===== src/rtl/rand_range_if.sv =====
// LFSR sampling and valid/ack result handshake bundle for rand_range.
// master: consumer plus LFSR source; slave: the drawer.
interface rand_range_if;
  logic [7:0] lfsr_out;
  logic       lfsr_en;
  logic       req;
  logic       busy;
  logic       valid;
  logic [7:0] value;
  logic       ack;

  modport master (
    output lfsr_out,
    output req,
    output ack,
    input  lfsr_en,
    input  busy,
    input  valid,
    input  value
  );

  modport slave (
    input  lfsr_out,
    input  req,
    input  ack,
    output lfsr_en,
    output busy,
    output valid,
    output value
  );
endinterface


===== src/rtl/rand_range.sv =====
// Bounded random draw 0..LIMIT-1 from an 8-bit LFSR by rejection sampling with fallback.
// Optional macro RNG_STIR_EN keeps the LFSR free-running in every state.
module rand_range #(
  parameter int unsigned LIMIT     = 10,
  parameter int unsigned MAX_TRIES = 4
) (
  input  logic         i_clk,
  input  logic         i_reset_n,
  rand_range_if.slave  io_bus
);

  // Smallest 2^k-1 covering LIMIT-1.
  function automatic int unsigned calc_mask(input int unsigned lim);
    int unsigned m;
    m = 0;
    for (int k = 0; k < 8; k++) begin
      if (m < lim - 1) m = (m << 1) | 1;
    end
    return m;
  endfunction

  localparam logic [7:0] MASK     = 8'(calc_mask(LIMIT));
  localparam logic [8:0] LIMIT_W  = 9'(LIMIT);
  localparam logic [3:0] LAST_TRY = 4'(MAX_TRIES - 1);

  typedef enum logic [1:0] {StIdle, StDraw, StHold} state_e;

  state_e     r_state;
  logic [3:0] r_tries;
  logic       r_valid;
  logic [7:0] r_value;

  state_e     w_state_d;
  logic [3:0] w_tries_d;
  logic       w_valid_d;
  logic [7:0] w_value_d;

  logic [7:0] w_masked;
  logic       w_in_range;
  logic [7:0] w_fallback;

  assign w_masked   = io_bus.lfsr_out & MASK;
  assign w_in_range = ({1'b0, w_masked} < LIMIT_W);
  // Masking guarantees masked-LIMIT < LIMIT whenever masked is out of range.
  assign w_fallback = w_masked - LIMIT_W[7:0];

  always_ff @(posedge i_clk or negedge i_reset_n) begin
    if (!i_reset_n) begin
      r_state <= StIdle;
      r_tries <= 4'd0;
      r_valid <= 1'b0;
      r_value <= 8'h00;
    end else begin
      r_state <= w_state_d;
      r_tries <= w_tries_d;
      r_valid <= w_valid_d;
      r_value <= w_value_d;
    end
  end

  always_comb begin
    w_state_d = r_state;
    w_tries_d = r_tries;
    w_valid_d = r_valid;
    w_value_d = r_value;
    unique case (r_state)
      StIdle: begin
        if (io_bus.req) begin
          w_state_d = StDraw;
          w_tries_d = 4'd0;
        end
      end
      StDraw: begin
        if (w_in_range) begin
          w_value_d = w_masked;
          w_valid_d = 1'b1;
          w_state_d = StHold;
        end else if (r_tries == LAST_TRY) begin
          w_value_d = w_fallback;
          w_valid_d = 1'b1;
          w_state_d = StHold;
        end else begin
          w_tries_d = r_tries + 4'd1;
        end
      end
      StHold: begin
        if (io_bus.ack) begin
          w_valid_d = 1'b0;
          if (io_bus.req) begin
            w_state_d = StDraw;
            w_tries_d = 4'd0;
          end else begin
            w_state_d = StIdle;
          end
        end
      end
      default: begin
        w_state_d = StIdle;
        w_valid_d = 1'b0;
      end
    endcase
  end

  assign io_bus.busy  = (r_state == StDraw);
  assign io_bus.valid = r_valid;
  assign io_bus.value = r_value;

`ifdef RNG_STIR_EN
  assign io_bus.lfsr_en = 1'b1;
`else
  assign io_bus.lfsr_en = (r_state == StDraw);
`endif

endmodule


===== src/flat_wrapper.sv =====
// flat-port wrapper written by rule: the top's interface ports become plain ports
module rand_range_flat 
#(
  parameter int unsigned LIMIT     = 10,
  parameter int unsigned MAX_TRIES = 4
)
  (i_clk, i_reset_n, io_bus_lfsr_out, io_bus_req, io_bus_ack, io_bus_lfsr_en, io_bus_busy, io_bus_valid, io_bus_value);
  rand_range_if io_bus_i ();
  input  logic i_clk;
  input  logic i_reset_n;
  input wire logic [$bits(io_bus_i.lfsr_out)-1:0] io_bus_lfsr_out;
  input wire logic [$bits(io_bus_i.req)-1:0] io_bus_req;
  input wire logic [$bits(io_bus_i.ack)-1:0] io_bus_ack;
  output wire logic [$bits(io_bus_i.lfsr_en)-1:0] io_bus_lfsr_en;
  output wire logic [$bits(io_bus_i.busy)-1:0] io_bus_busy;
  output wire logic [$bits(io_bus_i.valid)-1:0] io_bus_valid;
  output wire logic [$bits(io_bus_i.value)-1:0] io_bus_value;
  assign io_bus_i.lfsr_out = io_bus_lfsr_out;
  assign io_bus_i.req = io_bus_req;
  assign io_bus_i.ack = io_bus_ack;
  assign io_bus_lfsr_en = io_bus_i.lfsr_en;
  assign io_bus_busy = io_bus_i.busy;
  assign io_bus_valid = io_bus_i.valid;
  assign io_bus_value = io_bus_i.value;
  rand_range #(.LIMIT(LIMIT), .MAX_TRIES(MAX_TRIES)) u_core (.i_clk(i_clk), .i_reset_n(i_reset_n), .io_bus(io_bus_i));
endmodule

===== config.mk =====
export PLATFORM = sky130hd
export DESIGN_NAME = rand_range_flat
export DESIGN_NICKNAME = d
export VERILOG_FILES = /design/src/rtl/rand_range_if.sv /design/src/rtl/rand_range.sv /design/src/flat_wrapper.sv
export SDC_FILE = /design/constraint.sdc
export NUM_CORES = 1
export LEC_CHECK = 0
export ABC_AREA = 1
export BUFFER_PORTS_ARGS = -buffer_cell sky130_fd_sc_hd__buf_2
export CAP_MARGIN = 15
export CORE_UTILIZATION = 35
export DETAILED_ROUTE_END_ITERATION = 16
export GPL_TIMING_DRIVEN = 1
export PLACE_DENSITY = 0.69
export SLEW_MARGIN = 25
export SYNTH_ARGS = -nofsm -noshare
export SYNTH_HDL_FRONTEND = slang
export SYNTH_SLANG_ARGS = --single-unit

===== constraint.sdc =====
create_clock -name i_clk -period 2.7 [get_ports i_clk]
set_input_delay 0 -clock i_clk [delete_from_list [all_inputs] [get_ports i_clk]]
set_output_delay 0 -clock i_clk [all_outputs]
set_load 0.02 [all_outputs]

==> results of run 1 <==
## worst register-to-register path, delay by kind of cell (launching register included)
kind | cells | cell delay, ps
fa+ha+maj | 1 | 270
flops | 1 | 420
simple gates | 4 | 400
## synth_stat cells
cell type and n:
sky130_fd_sc_hd__nand2_1 26, sky130_fd_sc_hd__dfrtp_1 12, sky130_fd_sc_hd__nand3_1 10, sky130_fd_sc_hd__inv_1 7
sky130_fd_sc_hd__nand2_4 5, sky130_fd_sc_hd__buf_4 4, sky130_fd_sc_hd__nor2_1 4, sky130_fd_sc_hd__inv_2 3
sky130_fd_sc_hd__ha_1 2, sky130_fd_sc_hd__o21ai_0 2, sky130_fd_sc_hd__o21ai_2 2, sky130_fd_sc_hd__xor2_1 2
sky130_fd_sc_hd__inv_8 1, sky130_fd_sc_hd__nand2_2 1, sky130_fd_sc_hd__nand3_4 1, sky130_fd_sc_hd__nor2_2 1
sky130_fd_sc_hd__o211ai_2 1
## per-stage QoR
step | total power [mW] | utilization | area, µm²
after floorplan | 0.567 | - | 711
after global placement | 0.641 | 0.441 | 802
after CTS | 0.797 | 0.477 | 868
after global routing | 0.853 | 0.477 | 868
final | 0.783 | 0.477 | 868
after detailed placement | 0.649 | 0.441 | 802
## registers in the layout (all words and copies together), names as in the netlist
| name | count |
|---|---|
| u_core.io_bus.valid | 1 |
| u_core.r_tries | 4 |
| u_core.r_state | 2 |
| u_core.io_bus.value | 5 |
## kinds of logic after synthesis
kind of cell	share of synthesized area
XOR/XNOR	0.0247
buffers and inverters	0.111
AO/OA/AOI/OAI	0.0563
adder cells (fa/ha/maj)	0.0352
AND/OR/NAND/NOR	0.350
flip-flops	0.423
## repair_timing
item	CTS	global route
resized for setup	0	0
hold buffers	3	0
hold endpoints to repair	14	0
## cell type report
class                      instances  area (µm²)
sequential                        12         300
fill                             177         952
multi-input combinational         57         332
inverter                          11        48.8
clock buffer                       4        36.3
tap                               25        31.3
timing repair buffer              21         120
## power breakdown
part / leakage [nW] / switching, mW / internal (mW)
Sequential: 0.157 / 0.0401 / 0.241
Clock: 0.0210 / 0.0579 / 0.0818
Combinational: 0.324 / 0.240 / 0.122
Total: 0.502 / 0.338 / 0.445
## layer usage
| layer | vias up | wire [µm] |
|---|---|---|
| li1 | 302 | - |
| met1 | 251 | 631 |
| met2 | 11 | 564 |
| met3 | 2 | 30 |
| met4 | 0 | 20 |
| met5 | - | 0 |
## worst max path at each step
| stage | startpoint | endpoint | slack [ps] |
|---|---|---|---|
| 2_1_floorplan | u_core.r_tries[0] | u_core.r_tries[1] | 1610 |
| 3_3_place_gp | u_core.r_tries[0] | u_core.r_tries[1] | 1530 |
| 3_5_place_dp | u_core.r_tries[0] | u_core.r_tries[1] | 1520 |
| 4_1_cts | u_core.r_tries[0] | u_core.r_tries[1] | 1490 |
| 5_1_grt | u_core.r_tries[0] | u_core.r_tries[3] | 1410 |
| 6_report | u_core.r_tries[0] | u_core.r_tries[1] | 1500 |
==> run summary, run 1 <==
The worst setup path is captured at a flop. The logs give 965 µm for the estimated wirelength of the detail-placed design and 1520 ps for the post-place setup slack. After synthesis, the cell types taking the most area are sky130_fd_sc_hd__dfrtp_1, sky130_fd_sc_hd__nand2_1, sky130_fd_sc_hd__nand2_4. The post-synthesis cell count was 84.

The kind of path behind the tightest hold check was input port to flop. The routing usage on met2 is 0.192. The wire length per cell is 9.58 µm, and the net count after synthesis is 98. Averaged over all synthesized cells, the footprint is 8.46 µm². The share of the synthesized area in the top cell type came out at 0.423. The peak-usage layer in the global routing report is met2. The detailed router placed 566 vias in this run. The number of nets in the layout was 120.

The worst min-delay path startpoint was io_bus_lfsr_out[2]. After detailed routing, the number of vias per cell comes to 4.35. The pin slew with the least headroom to its limit was 330 ps. Leaving out fill and tap cells, the most frequent cells in the layout are sky130_fd_sc_hd__nand2_1, sky130_fd_sc_hd__buf_2, sky130_fd_sc_hd__dfrtp_1.

The synthesized design spends more area on one cell type than any other, namely sky130_fd_sc_hd__dfrtp_1. The worst hold-check slack was 46.6 ps; the overall die height was 47.1 µm. In this run the static leakage power is 0.502 nW.

Largest delay contributor family on the critical path: flip-flops. The reg-to-reg endpoint is u_core.r_tries[1]. For this run, the number of standard cells in the final layout without fillers is 130. The floorplan step defined a die boundary enclosing 2210 µm².

Clock skew on the completed layout was measured at 1.69 ps. The logs give 0 ps for the setup TNS and 1360 ps for the arrival time at the worst endpoint. Summed over all layers, the global routing overflow is 0. The worst-path maximum fanout is 7. For the worst-skew pair, the clock arrives at the later sink with an insertion delay of 260 ps.

The I/O pin count was 23; the cell count of the worst hold path was 4. For this design the ratio of total power to cell area is 902 nW/µm². The clock transition at the registers of the reported paths was 80 ps; the buffers plus inverters on the worst setup path was 0.

The placer's final routability congestion estimate came out at 0.720. The number of global-route vias before repair was 467; the maximum number of pins on one net before global-route repair was 13. The growth of design area from synthesis to finish works out to 22.2%. After synthesis the cells add up to 711 µm². The met1 layer usage reported by global route was 0.166. Setup repair after global routing left no endpoint under its margin. The run gives 1820 µm² as the standard cell core area. The first global-routing pass estimated 1900 µm of wire. The part of the cycle the worst path needs came out at 0.444.

The total track usage came out at 0.128. Leaving out fill and tap cells, the most frequent cell in the layout is sky130_fd_sc_hd__nand2_1. Residual DRC count: 0.

On the critical path, the stage with the largest delay is an instance of sky130_fd_sc_hd__dfrtp_1. The first-pass iteration count of the detailed router was 2; the starting utilization of the core area was 0.390. Across the VDD grid, the largest voltage drop is 0.419 mV.

The relative slew slack was 0.780. Across the run, the number of max-cap violations was 0. The register area share after synthesis was 0.423. Row generation in the floorplan step produced 15 rows.

Once the clock tree was built, the setup fixing pass inserted 0 buffers. For the number of antenna violations at the first check in global routing, the log shows 0. The repair_antennas step left the layout with diodes totalling 0. The run finished with clean final reports.

The tools report the kind of start point of the critical path as a flop. Counting buffers and inverters, the worst setup path is 5 cells deep. TritonCTS built the clock tree.

Path type of the worst setup path: flop to flop. The die span in x works out to 47.1 µm. The number of max-slew violations in the final report came out at 0.

The required time reported for the critical path endpoint is 2860 ps, and the number of synthesis warnings is 0. The number of distinct library cells after synthesis is 17. In this run, the number of DRC markers left after iteration 0 of detailed routing was 10. Traced cell by cell, the critical path runs through ha_1, nand2_4, nand3_4, nand3_1, nand2_1. For the count of endpoints failing hold in the final timing report, the log shows 0. Synthesis inferred 12 register bits. The worst hold endpoint is u_core.io_bus.value[6]. In this run the critical register-to-register path is launched from u_core.r_tries[0]. The maximum clock frequency is 835 MHz, and the total clock sinks is 12. For the count of nets left with antenna violations after detail routing, the log shows 0. In this design, the stage delay of the slowest critical-path cell is 420 ps. The share of post-route cells with drive strength above 1 works out to 0.352.

In this run the register-to-register setup slack is 1500 ps. The number of setup violations in the final report is 0. The number of buffer cells added on primary ports is 18.

In this run, CTS created clock tree buffers numbering 3. The aggregate routed wire length came out at 1250 µm. After layout, the minimum clock period comes to 1200 ps.

The clock root buffer is sky130_fd_sc_hd__clkbuf_4. The logs give 2 for the number of buffers on the longest clock path and 1500 ps for the slack of the critical path. The logic depth of the worst register-to-register path is 5. The global routing usage on met3 came out at 0.0385. The count of placed standard cells including taps is 123, and the H-tree depth reported by CTS is 1.
(Power assumes the default switching activity.)
==> run 2: changes to the inputs <==
ABC_AREA = 0   (was 1)
PLACE_DENSITY = 0.71   (was 0.69)
clock period = 1.1 ns   (was 2.7 ns; I/O delays follow)
==> run summary, run 2 <==
The wire length per cell was 12.5 µm (was 9.58 µm); the slack of the worst reg-to-reg path was -440 ps (was 1500 ps). Synthesized-area fraction occupied by xor and xnor cells: 0.0130 (was 0.0246). The endpoint of the worst setup timing path was u_core.io_bus.value[0] (was u_core.r_tries[1]). The clock period minus final worst setup slack works out to 1540 ps (was 1200 ps). The estimated wirelength of the detail-placed design is 1180 µm (was 965 µm), and the die span in x is 45.9 µm (was 47.1 µm). Kind of start point of the critical path: a flop (unchanged). For the initial DRC count, the log shows 8 (was 10).

Pin slew with the least headroom to its limit: 341 ps (was 330 ps). The run finished, with violations left. The number of antenna violations at the first check in global routing came out at 0 (unchanged). Dominant cells by area after synthesis: sky130_fd_sc_hd__dfrtp_1, sky130_fd_sc_hd__buf_4, sky130_fd_sc_hd__ha_1 (was sky130_fd_sc_hd__dfrtp_1, sky130_fd_sc_hd__nand2_1, sky130_fd_sc_hd__nand2_4).

The tools report the startpoint of the lowest-slack register-to-register path as u_core.r_tries[1] (was u_core.r_tries[0]). Flip-flop cell with the highest count after synthesis: sky130_fd_sc_hd__dfrtp_1 (unchanged). The logs give 4 (was 2) for the first-pass iteration count of the detailed router and 22.5 ps (was 46.6 ps) for the worst hold-check slack.

The synthesis-stage register bit count works out to 12 (unchanged). The run gives 0.772 (was 0.780) as the relative slew slack. The aggregate routed wire length is 1690 µm (was 1250 µm), and the worst supply voltage drop on vdd is 1.30 mV (was 0.419 mV). The standby leakage power is 0.554 nW (was 0.502 nW), and the starting utilization of the core area is 0.382 (was 0.390). Complex-gate fraction of the synthesized area: 0.193 (was 0.0563). The number of synthesis warnings was 0 (unchanged); the I/O pin count was 23 (unchanged).

The standard cell core area is 1760 µm² (was 1820 µm²). The checks that failed: negative setup slack. The total clock sinks is 12 (unchanged). Number of enable-type register cells in the synthesized netlist: 0 (unchanged). For the number of nets in the layout, the log shows 125 (was 120). The run gives 0 (unchanged) as the count of antenna diodes in the layout. The number of buffer cells added on primary ports came out at 18 (unchanged).

The number of buffers on the longest clock path was 2 (unchanged). For the net count after synthesis, the log shows 82 (was 98). The tools report the reg-to-reg endpoint as u_core.io_bus.value[0] (was u_core.r_tries[1]).

The arrival time at the worst endpoint was 1700 ps (was 1360 ps). The share of post-route cells with drive strength above 1 was 0.582 (was 0.352); the post-synthesis cell count was 68 (was 84). The count of endpoints failing hold in the final timing report came out at 0 (unchanged).

Setup TNS: -3690 ps (was 0 ps). The tools report the H-tree depth reported by CTS as 1 (unchanged). Setup repair after global routing could not meet its margin everywhere. Mux cell area share after synthesis: 0.0372 (was 0). The endpoint kind of the worst setup timing path was a flop (unchanged). The run gives 2.66 mW (was 783 µW) as the total power of the final layout. The overall via count from detail_route was 632 (was 566); the async set-reset flop share out of synthesis was 1.00 (unchanged). The area share of fa/ha/maj cells after synthesis works out to 0.0372 (was 0.0352). The number of setup violations in the final report was 12 (was 0); the per-cell via count in the routed design was 4.68 (was 4.35).

The part of the cycle the worst path needs is 1.40 (was 0.444). TritonCTS built the clock tree. For the number of buffers created by CTS, the log shows 3 (unchanged). The first-pass GRT wire length was 2620 µm (was 1900 µm). Cell area after placement: 880 µm² (was 802 µm²). Critical-path cell list: ha_2, or3b_4, a21oi_4, mux2_4 (was ha_1, nand2_4, nand3_4, nand3_1, nand2_1). The tools report the count of placed standard cells including taps as 122 (was 123). The largest delay contributor family on the critical path was simple AND/OR/NAND/NOR gates (was flip-flops).

The run gives 673 µm² (was 711 µm²) as the post-synthesis instance area. The most frequent standard cell in the layout excluding fill and tap cells is sky130_fd_sc_hd__buf_4 (was sky130_fd_sc_hd__nand2_1). The placer's final routability congestion estimate came out at 0.818 (was 0.720).

Fraction of the mapped netlist area in simple logic gates: 0.156 (was 0.350). The average footprint of a synthesized cell works out to 9.90 µm² (was 8.46 µm²). The critical path launch point was u_core.r_tries[1] (was u_core.r_tries[0]). The post-place setup slack was -487 ps (was 1520 ps). The cell taking the most area after synthesis was sky130_fd_sc_hd__dfrtp_1 (unchanged).

The run gives 13 (unchanged) as the maximum number of pins on one net before global-route repair. The most frequent cell after synthesis was sky130_fd_sc_hd__dfrtp_1 (was sky130_fd_sc_hd__nand2_1). The logs give 5.27 ps (was 1.69 ps) for the worst setup skew after layout and 0 (unchanged) for the residual DRC count. The logic depth of the worst register-to-register path is 4 (was 5), and the count of standard-cell rows is 15 (unchanged). For the count of non-filler cells in the finished layout, the log shows 135 (was 130).

For the count of max-cap constraint violations, the log shows 0 (unchanged). The run gives 2100 µm² (was 2210 µm²) as the full die area. Total power divided by cell area: 2400 nW/µm² (was 902 nW/µm²). The tools report the total congestion overflow as 0 (unchanged). The tools report the slack of the critical path as -441 ps (was 1500 ps). Path type of the worst setup path: flop to flop (unchanged). The overall die height is 45.9 µm (was 47.1 µm), and the required time reported for the critical path endpoint is 1260 ps (was 2860 ps). Clock transition at the registers of the reported paths: 80 ps (about the same). The logs give 1110 µm² (was 868 µm²) for the design area and 0.189 (was 0.128) for the total track usage. The maximum clock frequency is 649 MHz (was 835 MHz), and the final design utilization is 0.627 (was 0.477). The number of logic stages on the critical path including buffering was 4 (was 5); the number of global-route vias before repair was 561 (was 467).

The delay contributed by the slowest stage of the critical path was 430 ps (was 420 ps); the worst-path maximum fanout was 5 (was 7). The buffers plus inverters on the worst setup path is 0 (unchanged), and the number of distinct library cells after synthesis is 30 (was 17). The clock root buffer is sky130_fd_sc_hd__clkbuf_4 (unchanged).

The number of max-slew violations in the final report is 0 (unchanged), and the flip-flop count of the largest register, all copies and words added is 5 (unchanged). The tools report the clock latency on the worst-skew pair as 270 ps (was 260 ps). The growth of design area from synthesis to finish came out at 64.3% (was 22.2%). Commonest cells in the synthesized netlist: sky130_fd_sc_hd__dfrtp_1, sky130_fd_sc_hd__inv_1, sky130_fd_sc_hd__nand2_1, sky130_fd_sc_hd__nor2_1, sky130_fd_sc_hd__o21ai_0 (was sky130_fd_sc_hd__nand2_1, sky130_fd_sc_hd__dfrtp_1, sky130_fd_sc_hd__nand3_1). The kind of path behind the tightest hold check was input port to flop (unchanged). The run gives 0 (unchanged) as the count of nets left with antenna violations after detail routing. Main combinational cell family by area after synthesis: compound AO/OA/AOI/OAI gates (was simple AND/OR/NAND/NOR gates). The run gives 0.446 (was 0.423) as the register area share after synthesis. The share of the synthesized area in the top cell type is 0.446 (was 0.423).

The worst-path cell with the longest stage delay was sky130_fd_sc_hd__or3b_4 (was sky130_fd_sc_hd__dfrtp_1). Most frequent cells in the layout: sky130_fd_sc_hd__buf_4, sky130_fd_sc_hd__buf_2, sky130_fd_sc_hd__dfrtp_1 (was sky130_fd_sc_hd__nand2_1, sky130_fd_sc_hd__buf_2, sky130_fd_sc_hd__dfrtp_1).
==> run 2: changes by cell type after synthesis, sizes merged, moves of 2 or more <==
cell	previous run	this run
nand2	32	5
nand3	11	2
inv	11	7
a21oi	0	3
o22ai	0	3
a22o	0	2
buf	4	6
nand4	0	2
nor2b	0	2
==> run 2: worst register-to-register path, cell delays in order, from the launching register on <==
cell	delay, ps
sky130_fd_sc_hd__dfrtp_1	360
sky130_fd_sc_hd__ha_2	180
sky130_fd_sc_hd__or3b_4	430
sky130_fd_sc_hd__a21oi_4	160
sky130_fd_sc_hd__mux2_4	310
==> run 2: area by class of cell <==
class	count	area, µm²
Clock buffer	4	36.3
Fill cell	162	658
Inverter	7	31.3
Multi-Input combinational cell	43	378
Sequential cell	12	302
Tap cell	25	31.3
Timing Repair Buffer	44	328
==> run 2: metal layers <==
metal | up-vias | global-route usage | wire length [µm]
li1 | 318 | - | -
met1 | 291 | 0.221 | 719
met2 | 21 | 0.313 | 871
met3 | 2 | 0.0714 | 75
met4 | 0 | 0.0706 | 20
met5 | - | 0 | 0
==> run 2: worst min-delay path by stage <==
| stage | endpoint | from | depth (start not counted) |
|---|---|---|---|
| finish | u_core.io_bus.value[1] | io_bus_lfsr_out[1] | 3 |
| CTS | u_core.io_bus.value[1] | io_bus_lfsr_out[1] | 3 |
| global placement | u_core.io_bus.value[0] | i_reset_n | 1 |
| detailed placement | u_core.io_bus.value[0] | i_reset_n | 1 |
| floorplan | u_core.io_bus.valid | i_reset_n | 0 |
| global route | u_core.io_bus.value[1] | io_bus_lfsr_out[1] | 3 |
==> run 2: logic make-up after synthesis <==
kind of cell,Yosys count
mux,2
simple gates,20
xor+xnor,1
flops,12
compound gates,18
buf+inv,13
fa+ha+maj,2
==> run 2: where the power goes <==
group          internal, mW  switching, mW  total [mW]  leakage, nW
Combinational         0.807          0.794        1.60        0.383
Sequential            0.600          0.111       0.711        0.150
Clock                 0.201          0.147       0.348       0.0210
==> run 2: timing repair <==
| action | in CTS | in global routing |
|---|---|---|
| setup endpoints to repair | 14 | 14 |
| setup buffers | 2 | 3 |
| hold endpoints to repair | 15 | 0 |
| pin swaps | 2 | 6 |
| hold buffers | 4 | 0 |
| resized for setup | 15 | 13 |
==> run 3: changes to the inputs <==
--- a/config.mk
+++ b/config.mk
@@ -17,2 +17,3 @@
 export SYNTH_HDL_FRONTEND = slang
 export SYNTH_SLANG_ARGS = --single-unit
+export TNS_END_PERCENT = 20
==> constraint.sdc (replaced) <==
create_clock -name i_clk -period 1.1 [get_ports i_clk]
set_input_delay 0.11 -clock i_clk [delete_from_list [all_inputs] [get_ports i_clk]]
set_output_delay 0.11 -clock i_clk [all_outputs]
set_load 0.02 [all_outputs]
==> run summary, run 3 (synthesis results as in run 2) <==
The flow ran to the end, but the final reports show violations. Failing checks: negative setup slack (unchanged). Cell count of the worst hold path: 2 (was 3).

The total power divided by cell area is 2500 nW/µm² (was 2400 nW/µm²). The delay contributed by the slowest stage of the critical path is 420 ps (was 430 ps). For the required time reported for the critical path endpoint, the log shows 1260 ps (about the same).

The relative slew slack is 0.755 (was 0.772), and the placer's final routability congestion estimate is 0.801 (was 0.818). The total congestion overflow came out at 0 (unchanged). The endpoint kind of the worst setup timing path was a flop (unchanged). The clock root buffer is sky130_fd_sc_hd__clkbuf_4 (unchanged). The overall die height works out to 45.9 µm (unchanged).

The worst setup skew after layout came out at 7.66 ps (was 5.27 ps). Pin slew with the least headroom to its limit: 366 ps (was 341 ps). The count of endpoints failing hold in the final timing report is 0 (unchanged), and the number of antenna violations at the first check in global routing is 0 (unchanged).

Growth of design area from synthesis to finish: 48.3% (was 64.3%). Worst-path cell with the longest stage delay: sky130_fd_sc_hd__or3b_4 (unchanged). The first-pass GRT wire length is 2510 µm (was 2620 µm). Final design utilization: 0.566 (was 0.627). The count of standard-cell rows was 15 (unchanged).

The logs give 0 (unchanged) for the number of max-slew violations in the final report and 1100 µm (was 1180 µm) for the estimated wirelength of the detail-placed design. For the H-tree depth reported by CTS, the log shows 1 (unchanged). For the overall via count from detail_route, the log shows 628 (was 632). The worst-path maximum fanout is 5 (unchanged), and the area of the multi-input gates is 325 µm² (was 378 µm²). Residual DRC count: 0 (unchanged).

The run gives 0 (unchanged) as the count of nets left with antenna violations after detail routing. The die span in x works out to 45.9 µm (unchanged). The kind of start point of the critical path is a flop (unchanged).

Most frequent cells in the layout: sky130_fd_sc_hd__buf_4, sky130_fd_sc_hd__buf_2, sky130_fd_sc_hd__dfrtp_1 (unchanged). The number of inserted filler cells in the final layout was 164 (was 162). The number of buffers on the longest clock path is 2 (unchanged). For the maximum number of pins on one net before global-route repair, the log shows 13 (unchanged).

The total clock sinks is 12 (unchanged). The run gives -470 ps (was -440 ps) as the slack of the worst reg-to-reg path. Worst min-delay path startpoint: io_bus_ack (was io_bus_lfsr_out[1]). The path type of the worst setup path is flop to flop (unchanged). The tools report the critical path launch point as u_core.r_tries[0] (was u_core.r_tries[1]).

Starting utilization of the core area: 0.382 (unchanged). Logic depth of the worst register-to-register path: 4 (unchanged). The tools report the startpoint of the lowest-slack register-to-register path as u_core.r_tries[0] (was u_core.r_tries[1]). The maximum clock frequency was 636 MHz (was 649 MHz). The standard cell core area is 1760 µm² (unchanged), and the clock latency on the worst-skew pair is 270 ps (about the same). The number of logic stages on the critical path including buffering was 4 (unchanged).

I/O pin count: 23 (unchanged). For the count of max-cap constraint violations, the log shows 0 (unchanged). The number of setup violations in the final report is 14 (was 12). The initial DRC count is 18 (was 8).

Per-cell via count in the routed design: 4.79 (was 4.68). Setup repair after global routing could not meet its margin everywhere. The logs give 1730 ps (was 1700 ps) for the arrival time at the worst endpoint and 300 µm² (was 302 µm²) for the sequential cell area. The part of the cycle the worst path needs works out to 1.43 (was 1.40).

The clock transition at the registers of the reported paths is 80 ps (about the same). The number of buffer cells added on primary ports came out at 18 (unchanged). The total track usage is 0.172 (was 0.189). The logs give 121 (was 125) for the number of nets in the layout and -472 ps (was -441 ps) for the slack of the critical path. For the full die area, the log shows 2100 µm² (unchanged). TritonCTS built the clock tree. Number of buffers created by CTS: 3 (unchanged). The count of antenna diodes in the layout was 0 (unchanged); the standby leakage power was 0.522 nW (was 0.554 nW).

Worst supply voltage drop on vdd: 1.28 mV (was 1.30 mV). The largest delay contributor family on the critical path was simple AND/OR/NAND/NOR gates (unchanged). The flip-flop count of the largest register, all copies and words added works out to 5 (unchanged).

The clock period minus final worst setup slack is 1570 ps (was 1540 ps), and the first-pass iteration count of the detailed router is 4 (unchanged). The share of post-route cells with drive strength above 1 was 0.538 (was 0.582). The kind of path behind the tightest hold check was input port to flop (unchanged). Critical-path cell list: ha_2, or3b_4, a21oi_4, mux2_4 (unchanged). The run gives 54.8 ps (was 22.5 ps) as the worst hold-check slack.

Buffers plus inverters on the worst setup path: 0 (unchanged). The wire length per cell is 12.5 µm (about the same). The most frequent standard cell in the layout excluding fill and tap cells was sky130_fd_sc_hd__buf_4 (unchanged).

The tools report the number of global-route vias before repair as 580 (was 561). The run gives 1640 µm (was 1690 µm) as the aggregate routed wire length.
-- run 3: cell count changes in the layout (fill, tap and decap cells not counted), sizes merged --
cell	previous run	this run
dlygate4sd3	4	1
buf	40	39
-- run 3: timing repair --
item / CTS / global route
endpoints found under the setup margin: 14 / 14
hold buffers: 1 / 0
pin swaps: 1 / 0
gates resized for setup: 14 / 3
buffers inserted: 1 / 2
hold endpoints to repair: 12 / 0
-- run 3: worst paths after layout --
check,end
min in group asynchronous,u_core.r_tries[3]
worst min register to register,u_core.io_bus.value[0]
worst min-delay path,u_core.r_state[1]
worst max register to register,u_core.io_bus.value[0]
max in group asynchronous,u_core.io_bus.value[2]
worst max-delay path,u_core.io_bus.value[0]
-- run 3: layout make-up --
type                       instances  area share
multi-input combinational         43       0.326
sequential                        12       0.301
timing repair buffer              40       0.274
clock buffer                       4      0.0363
inverter                           7      0.0313
tap                               25      0.0313
-- run 3: metrics by stage --
step	total power, mW	cells	setup TNS (ps)	setup slack, ps	instance area [µm²]
3_3_place_gp	1.88	123	-4190	-442	877
3_5_place_dp	1.90	123	-4490	-472	877
2_1_floorplan	1.39	68	-3100	-477	673
5_1_grt	2.65	131	-5010	-490	998
4_1_cts	2.46	129	-3780	-418	973
6_report	2.49	131	-4410	-472	998
-- run 3: where the power goes --
part	switching, mW	internal, mW
Clock	0.149	0.201
Sequential	0.103	0.596
Combinational	0.716	0.727
Total	0.968	1.52
-- run 3: routing by layer --
| layer | routed length (µm) | global-route usage | share of wire | vias up |
|---|---|---|---|---|
| met1 | 722 | 0.233 | 0.44 | 289 |
| met2 | 817 | 0.254 | 0.50 | 23 |
| met3 | 72 | 0.0238 | 0.044 | 4 |
| li1 | - | - | - | 312 |
| met4 | 27 | 0.112 | 0.016 | 0 |
| met5 | 0 | 0 | 0 | - |
